==> config.mk <==
export PLATFORM = sky130hd
export DESIGN_NAME = vga_scan
export DESIGN_NICKNAME = d
export VERILOG_FILES = /design/src/rtl/vga_pkg.sv /design/src/rtl/scan_counter.sv /design/src/rtl/vga_scan.sv
export SDC_FILE = /design/constraint.sdc
export NUM_CORES = 1
export LEC_CHECK = 0
export ABC_AREA = 1
export BUFFER_PORTS_ARGS = -buffer_cell sky130_fd_sc_hd__buf_2
export CAP_MARGIN = 5
export CORE_UTILIZATION = 36
export DETAILED_ROUTE_END_ITERATION = 6
export SLEW_MARGIN = 20
export SYNTH_ARGS = -nofsm -noshare
export SYNTH_HDL_FRONTEND = slang
export SYNTH_HIERARCHICAL = 1
export SYNTH_SLANG_ARGS = --single-unit
export TNS_END_PERCENT = 5
==> constraint.sdc <==
create_clock -name clk -period 1.61 [get_ports clk]
set_input_delay 0.161 -clock clk [delete_from_list [all_inputs] [get_ports clk]]
set_output_delay 0.161 -clock clk [all_outputs]
set_load 0.1 [all_outputs]
==> src/rtl/vga_pkg.sv <==
// Shared VGA timing defaults, derived totals, sync windows and colour helpers.
// The colour-bar test pattern is compiled in only with VGA_SCAN_TESTPAT_EN.
package vga_pkg;

    localparam int unsigned CNT_W = 10;

    localparam int unsigned H_ACTIVE_DEF = 640;
    localparam int unsigned H_FP_DEF     = 16;
    localparam int unsigned H_SYNC_DEF   = 96;
    localparam int unsigned H_BP_DEF     = 48;
    localparam int unsigned V_ACTIVE_DEF = 480;
    localparam int unsigned V_FP_DEF     = 10;
    localparam int unsigned V_SYNC_DEF   = 2;
    localparam int unsigned V_BP_DEF     = 33;
    localparam int unsigned PIX_DIV_DEF  = 4;
    localparam int unsigned RGB_LAT_DEF  = 1;

    localparam int unsigned H_TOTAL_DEF = H_ACTIVE_DEF + H_FP_DEF + H_SYNC_DEF + H_BP_DEF;
    localparam int unsigned V_TOTAL_DEF = V_ACTIVE_DEF + V_FP_DEF + V_SYNC_DEF + V_BP_DEF;

    localparam int unsigned HS_FIRST_DEF = H_ACTIVE_DEF + H_FP_DEF;
    localparam int unsigned HS_LAST_DEF  = H_ACTIVE_DEF + H_FP_DEF + H_SYNC_DEF - 1;
    localparam int unsigned VS_FIRST_DEF = V_ACTIVE_DEF + V_FP_DEF;
    localparam int unsigned VS_LAST_DEF  = V_ACTIVE_DEF + V_FP_DEF + V_SYNC_DEF - 1;

    typedef logic [11:0] rgb12_t;

    localparam rgb12_t BAR_WHITE   = 12'hFFF;
    localparam rgb12_t BAR_YELLOW  = 12'hFF0;
    localparam rgb12_t BAR_CYAN    = 12'h0FF;
    localparam rgb12_t BAR_GREEN   = 12'h0F0;
    localparam rgb12_t BAR_MAGENTA = 12'hF0F;
    localparam rgb12_t BAR_RED     = 12'hF00;
    localparam rgb12_t BAR_BLUE    = 12'h00F;
    localparam rgb12_t BAR_BLACK   = 12'h000;

    function automatic rgb12_t bar_colour(input logic [2:0] idx);
        rgb12_t c;
        unique case (idx)
            3'd0:    c = BAR_WHITE;
            3'd1:    c = BAR_YELLOW;
            3'd2:    c = BAR_CYAN;
            3'd3:    c = BAR_GREEN;
            3'd4:    c = BAR_MAGENTA;
            3'd5:    c = BAR_RED;
            3'd6:    c = BAR_BLUE;
            default: c = BAR_BLACK;
        endcase
        return c;
    endfunction

endpackage

==> src/rtl/scan_counter.sv <==
// Pixel-clock divider with horizontal/vertical scan counters.
// wrap flags the pix_tick that takes both counters back to (0,0).
module scan_counter import vga_pkg::*; #(
    parameter int unsigned H_TOTAL = H_TOTAL_DEF,
    parameter int unsigned V_TOTAL = V_TOTAL_DEF,
    parameter int unsigned PIX_DIV = PIX_DIV_DEF
) (
    input  logic             clk,
    input  logic             rst,
    output logic [CNT_W-1:0] col,
    output logic [CNT_W-1:0] row,
    output logic             pix_tick,
    output logic             wrap
);

    localparam int unsigned      DIV_W    = $clog2(PIX_DIV);
    localparam logic [DIV_W-1:0] DIV_LAST = DIV_W'(PIX_DIV - 1);
    localparam logic [CNT_W-1:0] COL_LAST = CNT_W'(H_TOTAL - 1);
    localparam logic [CNT_W-1:0] ROW_LAST = CNT_W'(V_TOTAL - 1);

    logic [DIV_W-1:0] div;
    logic             col_wrap;

    assign pix_tick = (div == DIV_LAST);
    assign col_wrap = pix_tick && (col == COL_LAST);
    assign wrap     = col_wrap && (row == ROW_LAST);

    always_ff @(posedge clk) begin
        if (rst) begin
            div <= '0;
            col <= '0;
            row <= '0;
        end else begin
            div <= pix_tick ? '0 : div + DIV_W'(1);
            if (pix_tick) begin
                col <= col_wrap ? '0 : col + CNT_W'(1);
                if (col_wrap) begin
                    row <= (row == ROW_LAST) ? '0 : row + CNT_W'(1);
                end
            end
        end
    end

endmodule

==> src/rtl/vga_scan.sv <==
// Raster scan controller: scan coordinates out, registered hs/vs/rgb one pixel later.
// Define VGA_SCAN_TESTPAT_EN to build the test_sel colour-bar generator.
module vga_scan import vga_pkg::*; #(
    parameter int unsigned H_ACTIVE = H_ACTIVE_DEF,
    parameter int unsigned H_FP     = H_FP_DEF,
    parameter int unsigned H_SYNC   = H_SYNC_DEF,
    parameter int unsigned H_BP     = H_BP_DEF,
    parameter int unsigned V_ACTIVE = V_ACTIVE_DEF,
    parameter int unsigned V_FP     = V_FP_DEF,
    parameter int unsigned V_SYNC   = V_SYNC_DEF,
    parameter int unsigned V_BP     = V_BP_DEF,
    parameter int unsigned PIX_DIV  = PIX_DIV_DEF,
    parameter int unsigned RGB_LAT  = RGB_LAT_DEF
) (
    input  logic             clk,
    input  logic             rst,
    input  logic [11:0]      rgb_in,
    input  logic             test_sel,
    output logic [CNT_W-1:0] col,
    output logic [CNT_W-1:0] row,
    output logic             pix_tick,
    output logic             frame_start,
    output logic             hs,
    output logic             vs,
    output logic [11:0]      rgb
);

    localparam int unsigned H_TOTAL = H_ACTIVE + H_FP + H_SYNC + H_BP;
    localparam int unsigned V_TOTAL = V_ACTIVE + V_FP + V_SYNC + V_BP;

    localparam logic [CNT_W-1:0] H_VIS    = CNT_W'(H_ACTIVE);
    localparam logic [CNT_W-1:0] V_VIS    = CNT_W'(V_ACTIVE);
    localparam logic [CNT_W-1:0] HS_FIRST = CNT_W'(H_ACTIVE + H_FP);
    localparam logic [CNT_W-1:0] HS_LAST  = CNT_W'(H_ACTIVE + H_FP + H_SYNC - 1);
    localparam logic [CNT_W-1:0] VS_FIRST = CNT_W'(V_ACTIVE + V_FP);
    localparam logic [CNT_W-1:0] VS_LAST  = CNT_W'(V_ACTIVE + V_FP + V_SYNC - 1);

    // rgb_in is sampled on pix_tick, PIX_DIV-1 clks after each coordinate change,
    // which is what makes any RGB_LAT < PIX_DIV safe without a handshake.
    localparam int unsigned unused_rgb_lat = RGB_LAT;

    logic   wrap;
    logic   h_sync_on;
    logic   v_sync_on;
    logic   active;
    rgb12_t src;

    scan_counter #(
        .H_TOTAL (H_TOTAL),
        .V_TOTAL (V_TOTAL),
        .PIX_DIV (PIX_DIV)
    ) u_scan_counter (
        .clk      (clk),
        .rst      (rst),
        .col      (col),
        .row      (row),
        .pix_tick (pix_tick),
        .wrap     (wrap)
    );

`ifdef VGA_SCAN_TESTPAT_EN
    localparam int unsigned BAR_W = H_ACTIVE / 8;

    rgb12_t bar;

    // Descending compare chain: the lowest matching boundary wins.
    always_comb begin
        bar = bar_colour(3'd7);
        for (int i = 6; i >= 0; i--) begin
            if (col < CNT_W'(BAR_W * (i + 1))) begin
                bar = bar_colour(3'(i));
            end
        end
    end

    assign src = test_sel ? bar : rgb_in;
`else
    logic unused_test_sel;
    assign unused_test_sel = test_sel;
    assign src = rgb_in;
`endif

    assign h_sync_on = (col >= HS_FIRST) && (col <= HS_LAST);
    assign v_sync_on = (row >= VS_FIRST) && (row <= VS_LAST);
    assign active    = (col < H_VIS) && (row < V_VIS);

    always_ff @(posedge clk) begin
        if (rst) begin
            frame_start <= 1'b0;
            hs          <= 1'b1;
            vs          <= 1'b1;
            rgb         <= '0;
        end else begin
            frame_start <= wrap;
            if (pix_tick) begin
                hs  <= ~h_sync_on;
                vs  <= ~v_sync_on;
                rgb <= active ? src : '0;
            end
        end
    end

endmodule

* Word-level counts from Yosys, hierarchy flattened
Index checks and enable logic that the tools add are counted.
** Word-level totals
- Bits of input ports :: 15
- Logic and storage cells :: 31
- Register bits :: 37
- Output and inout port bits :: 36
** Operators by class
- Muxes and demuxes :: 3
- Reductions and logical operators :: 7
- Add/subtract/negate cells :: 3
- Equal/unequal tests :: 3
- Order comparisons :: 6
- Bitwise operators :: 2
** Operators by type and width (count)
- $add 10x1->10 const B :: 2
- $eq 10x10->1 const B :: 2
- $mux 10 :: 2
- $mux 12 :: 1
- $ge 10x10->1 const B :: 1
- $ge 10x9->1 const B :: 1
- $le 10x10->1 const B :: 1
- $le 10x9->1 const B :: 1
- $lt 10x10->1 const B :: 1
- $lt 10x9->1 const B :: 1
- $logic_and 1x1->1 :: 5
- $add 2x1->2 const B :: 1
- $eq 2x2->1 const B :: 1
- $not 1->1 :: 2
- $reduce_and 2->1 :: 1
- $reduce_or 2->1 :: 1

* Depth between registers and ports, before layout
- Depth in word-level cells :: 3
- Gate-level depth with buffers :: 10

* Cells and area by module
Netlist, hierarchy kept.
** By module, submodules not included
- scan_counter :: times used 1, cells each 181, sequential area each 440.4 µm², area an instance 1201.2 µm²
- vga_scan :: times used 1, cells each 91, sequential area each 300.3 µm², area an instance 676.9 µm²

* Worst setup path after synthesis
No wires, ideal clock.
- Path type :: flip-flop to flip-flop
- From :: register u_scan_counter.col[1]
- To :: register u_scan_counter.row[6]
- Buffers on the path :: 1
- Setup slack :: -0.557 ns
- Library setup time :: 0.128 ns
- Cell stages (with the launch flop) :: 10
- Data arrival time :: 2.040 ns
- Cells stage by stage :: dfxtp_1 -> ha_1 -> nand2_1 -> nor2_1 -> nand3_2 -> buf_6 -> nor2_1 -> nand2_1 -> nand2_1 -> nor2_1
** Between the ends
- Cells in the longest elaborated chain, start to end :: 3
** RTL lines
- start, declared :: RTL line scan_counter.sv:10 : output logic [CNT_W-1:0] col,
- start signal, assigned :: RTL line scan_counter.sv:36 : col <= col_wrap ? '0 : col + CNT_W'(1);
- $eq 10x10->1 :: RTL line scan_counter.sv:25 : assign col_wrap = pix_tick && (col == COL_LAST);
- $logic_and 1x1->1 :: RTL line scan_counter.sv:25
- $reduce_and 2->1 (no source line)
- end signal, assigned :: RTL line scan_counter.sv:38 : row <= (row == ROW_LAST) ? '0 : row + CNT_W'(1);
- end, declared :: RTL line scan_counter.sv:11 : output logic [CNT_W-1:0] row,
Every way passes these cells.
A chain may end at the register's enable or synchronous reset.

* Final worst setup path
- From :: register u_scan_counter.div[0]
- To :: register u_scan_counter.row[9]
** Between the ends
- Cells in the longest elaborated chain, start to end :: 3
** RTL lines
- start, declared :: RTL line scan_counter.sv:21 : logic [DIV_W-1:0] div;
- start signal, assigned :: RTL line scan_counter.sv:34 : div <= pix_tick ? '0 : div + DIV_W'(1);
- $eq 2x2->1 (*) :: RTL line scan_counter.sv:24 : assign pix_tick = (div == DIV_LAST);
- $logic_and 1x1->1 :: RTL line scan_counter.sv:25
- $reduce_and 2->1 (no source line) (*)
Mark *: on every way between the ends. The rest lies on a longest branch, timed or not.

==> impl_metrics.ini <==
[yosys]
synth_warnings = 6
synth_top_cells_by_area = dfxtp_1 (39%), nand2_1 (12%), nand3_1 (8.0%)
netlist_area_mm2 = 0.001878
yosysTopAreaCell = dfxtp_1
avgSynthCellArea_um2 = 6.905
synth_nets = 291
yosysTopAreaCellShare_pct = 39.44
synth_cell_types = 28
seq_area_frac_synth_pct = 39.44
ys_ff_latch = 37
syn_inst = 272

[route]
drt-initial-drc-count = 75
first_pass_iters = 4
totalWireLength_um = 4230
vias_per_cell = 4.708
avgRoutedWirePerCell_um = 10.85
detail-route-antenna-nets = 0
drc = 0
dr_total_vias = 1836

[critical_path]
crit_type = flop to flop
path_cells = ha_4 -> nand2_2 -> nor2_2 -> nand3_2 -> buf_4 -> nor2_1 -> nand2_1 -> nand2_1 -> nor2_1
cp-end-kind = flop
crit_fanout = 10
crit_buf_inv = 1
crit_arrival_ns = 1.63
startpoint_type = flop
worstPathRequired_ns = 1.79
critPathMaxStageDelay_ns = 0.38
path_delay_family = simple AND/OR/NAND/NOR gates
cp_slowest_cell = dfxtp_1

[place]
place_worst_setup_slack_ns = 0.1824
portBuffers = 49
gp_congestion = 0.7778
hpwl_um = 3085

[finish]
antenna_cells = 0
final_nets = 342
final_core_util_pct = 47.56
drive_gt1_share_pct = 29.10
area_growth_pct = 23.58
fillCellCount = 519

[timing]
final.setup.worst_slack_ns = 0.1672
setup_viol = 0
max_slew_margin_pct = 67.16
rsz0062_at_grt = no
hold_viol_final = 0
period_needed_ns = 1.443
finalCritPeriodShare_pct = 89.61
finClkSkew_ns = 0.005859
maxSlewViolCount = 0
max_freq_ghz = 0.6931
worst_pin_slew_ns = 0.4959

[die]
ioPinCount = 51
start_util_pct = 38.49
die_area_mm2 = 0.005509
die_y_um = 74.23
core_area_mm2 = 0.004880
die_w_um = 74.23
rows = 25

[grt]
grt_usage_pct = 16.59
antenna_found_initial = 0
grt_pass1_vias = 1544
grt_max_degree = 28
grt_pass1_wl_um = 6969
gr-total-overflow = 0

[power]
fin_total_pwr_mw = 1.968
vdd_drop_max_v = 0.0003889
power_density_mw_per_mm2 = 847.8
leakagePower_nw = 1.068

[cts]
cts_max_level = 2
cts.sinks = 37
insertion_delay_ns = 0.29
cts_setup_buffers = 0
clk_pin_slew_ns = 0.07
cts-resized-gates = 0
cts_tree = yes
numCtsBuffers = 5
cts-hold-fix-buffers = 0
ctsRootBufferMaster = clkbuf_8
cts_buffer_depth = 2

[run_status]
status = finished clean

[run]
maxCapViolCount = 0

[worst_hold_path]
hp-class = input pin to flop
==> cell usage in the layout, fill, tap and decap left out, types with 2 or more instances in the layout <==
cell type  instances
a21oi_1           22
buf_2             48
buf_4              3
clkbuf_8           6
dfxtp_1           17
dfxtp_2           18
dfxtp_4            2
ha_1               3
inv_1             34
inv_2              2
nand2_1           58
nand2_2            3
nand3_1           30
nor2_1            35
nor2_4             3
nor3_1             4
o21ai_0           16
o21ai_2            2
o22ai_1            2
xnor2_1            2
==> worst reg2reg max path, cell delays in order (launching register included) <==
cell	delay, ns
dfxtp_1	0.38
ha_4	0.23
nand2_2	0.08
nor2_2	0.14
nand3_2	0.08
buf_4	0.19
nor2_1	0.10
nand2_1	0.06
nand2_1	0.06
nor2_1	0.03
==> synthesized netlist by cell type (all sizes together) <==
cell type / n
nand2: 61
nor2: 39
dfxtp: 37
inv: 36
nand3: 31
a21oi: 23
o21ai: 19
buf: 6
ha: 4
nor3: 4
clkbuf: 2
nand3b: 2
o22ai: 2
xnor2: 2
and3: 1
nand4: 1
nor3b: 1
xor2: 1
==> metal layers <==
metal / vias to the layer above / part of all wire (%) / track usage [%]
li1: 972 / - / -
met1: 816 / 50 / 21.38
met2: 43 / 43 / 26.36
met3: 5 / 5.1 / 4.743
met4: 0 / 1.4 / 6.289
met5: - / 0 / 0
==> where the power goes <==
| group | internal (mW) | switching [mW] | leakage, nW |
|---|---|---|---|
| Clock | 0.338 | 0.323 | 0.0433 |
| Combinational | 0.0693 | 0.275 | 0.714 |
| Sequential | 0.946 | 0.0171 | 0.310 |
| Total | 1.35 | 0.615 | 1.07 |
==> sequential cells by signal (all words and copies together), names as in the netlist <==
signal / count
frame_start: 1
hs: 1
rgb: 12
u_scan_counter/col: 10
u_scan_counter/div: 2
u_scan_counter/row: 10
vs: 1
==> through the flow <==
stage               hold WS, ns    TNS, ns  instance area, µm²  std cells
global route             0.1258          0                2321        390
global placement         0.4312          0                2231        383
detailed placement       0.4341          0                2231        383
CTS                      0.1242          0                2321        390
finish                   0.1343          0                2321        390
floorplan                0.2322  -0.006449                1921        272
==> final timing paths <==
kind | startpoint | cells after the start | endpoint | slack [ns]
setup reg to reg | u_scan_counter/div[0] | 9 | u_scan_counter/row[9] | 0.17
hold reg to reg | u_scan_counter/div[0] | 1 | u_scan_counter/div[0] | 0.47
setup / recovery | u_scan_counter/div[0] | 9 | u_scan_counter/row[9] | 0.17
hold / removal | rgb_in[10] | 3 | rgb[10] | 0.13
==> cell families after synthesis <==
| family | synth area share [%] |
|---|---|
| flops | 39.44 |
| simple gates | 33.85 |
| xor+xnor | 1.399 |
| compound gates | 12.46 |
| fa+ha+maj | 2.665 |
| buf+inv | 10.19 |
==> final cells by class <==
class                   instances  area [µm²]  area share [%]
clock buffers                   6       82.58           3.558
clock inverters                 1       7.507          0.3234
inverters                      36       135.1           5.822
multi-input cells             191       958.4           41.29
flip-flops and latches         37       770.7           33.21
well taps                      67       83.83           3.612
repair buffers                 52       282.8           12.18
No activity file was read; power rests on OpenSTA's default activity.
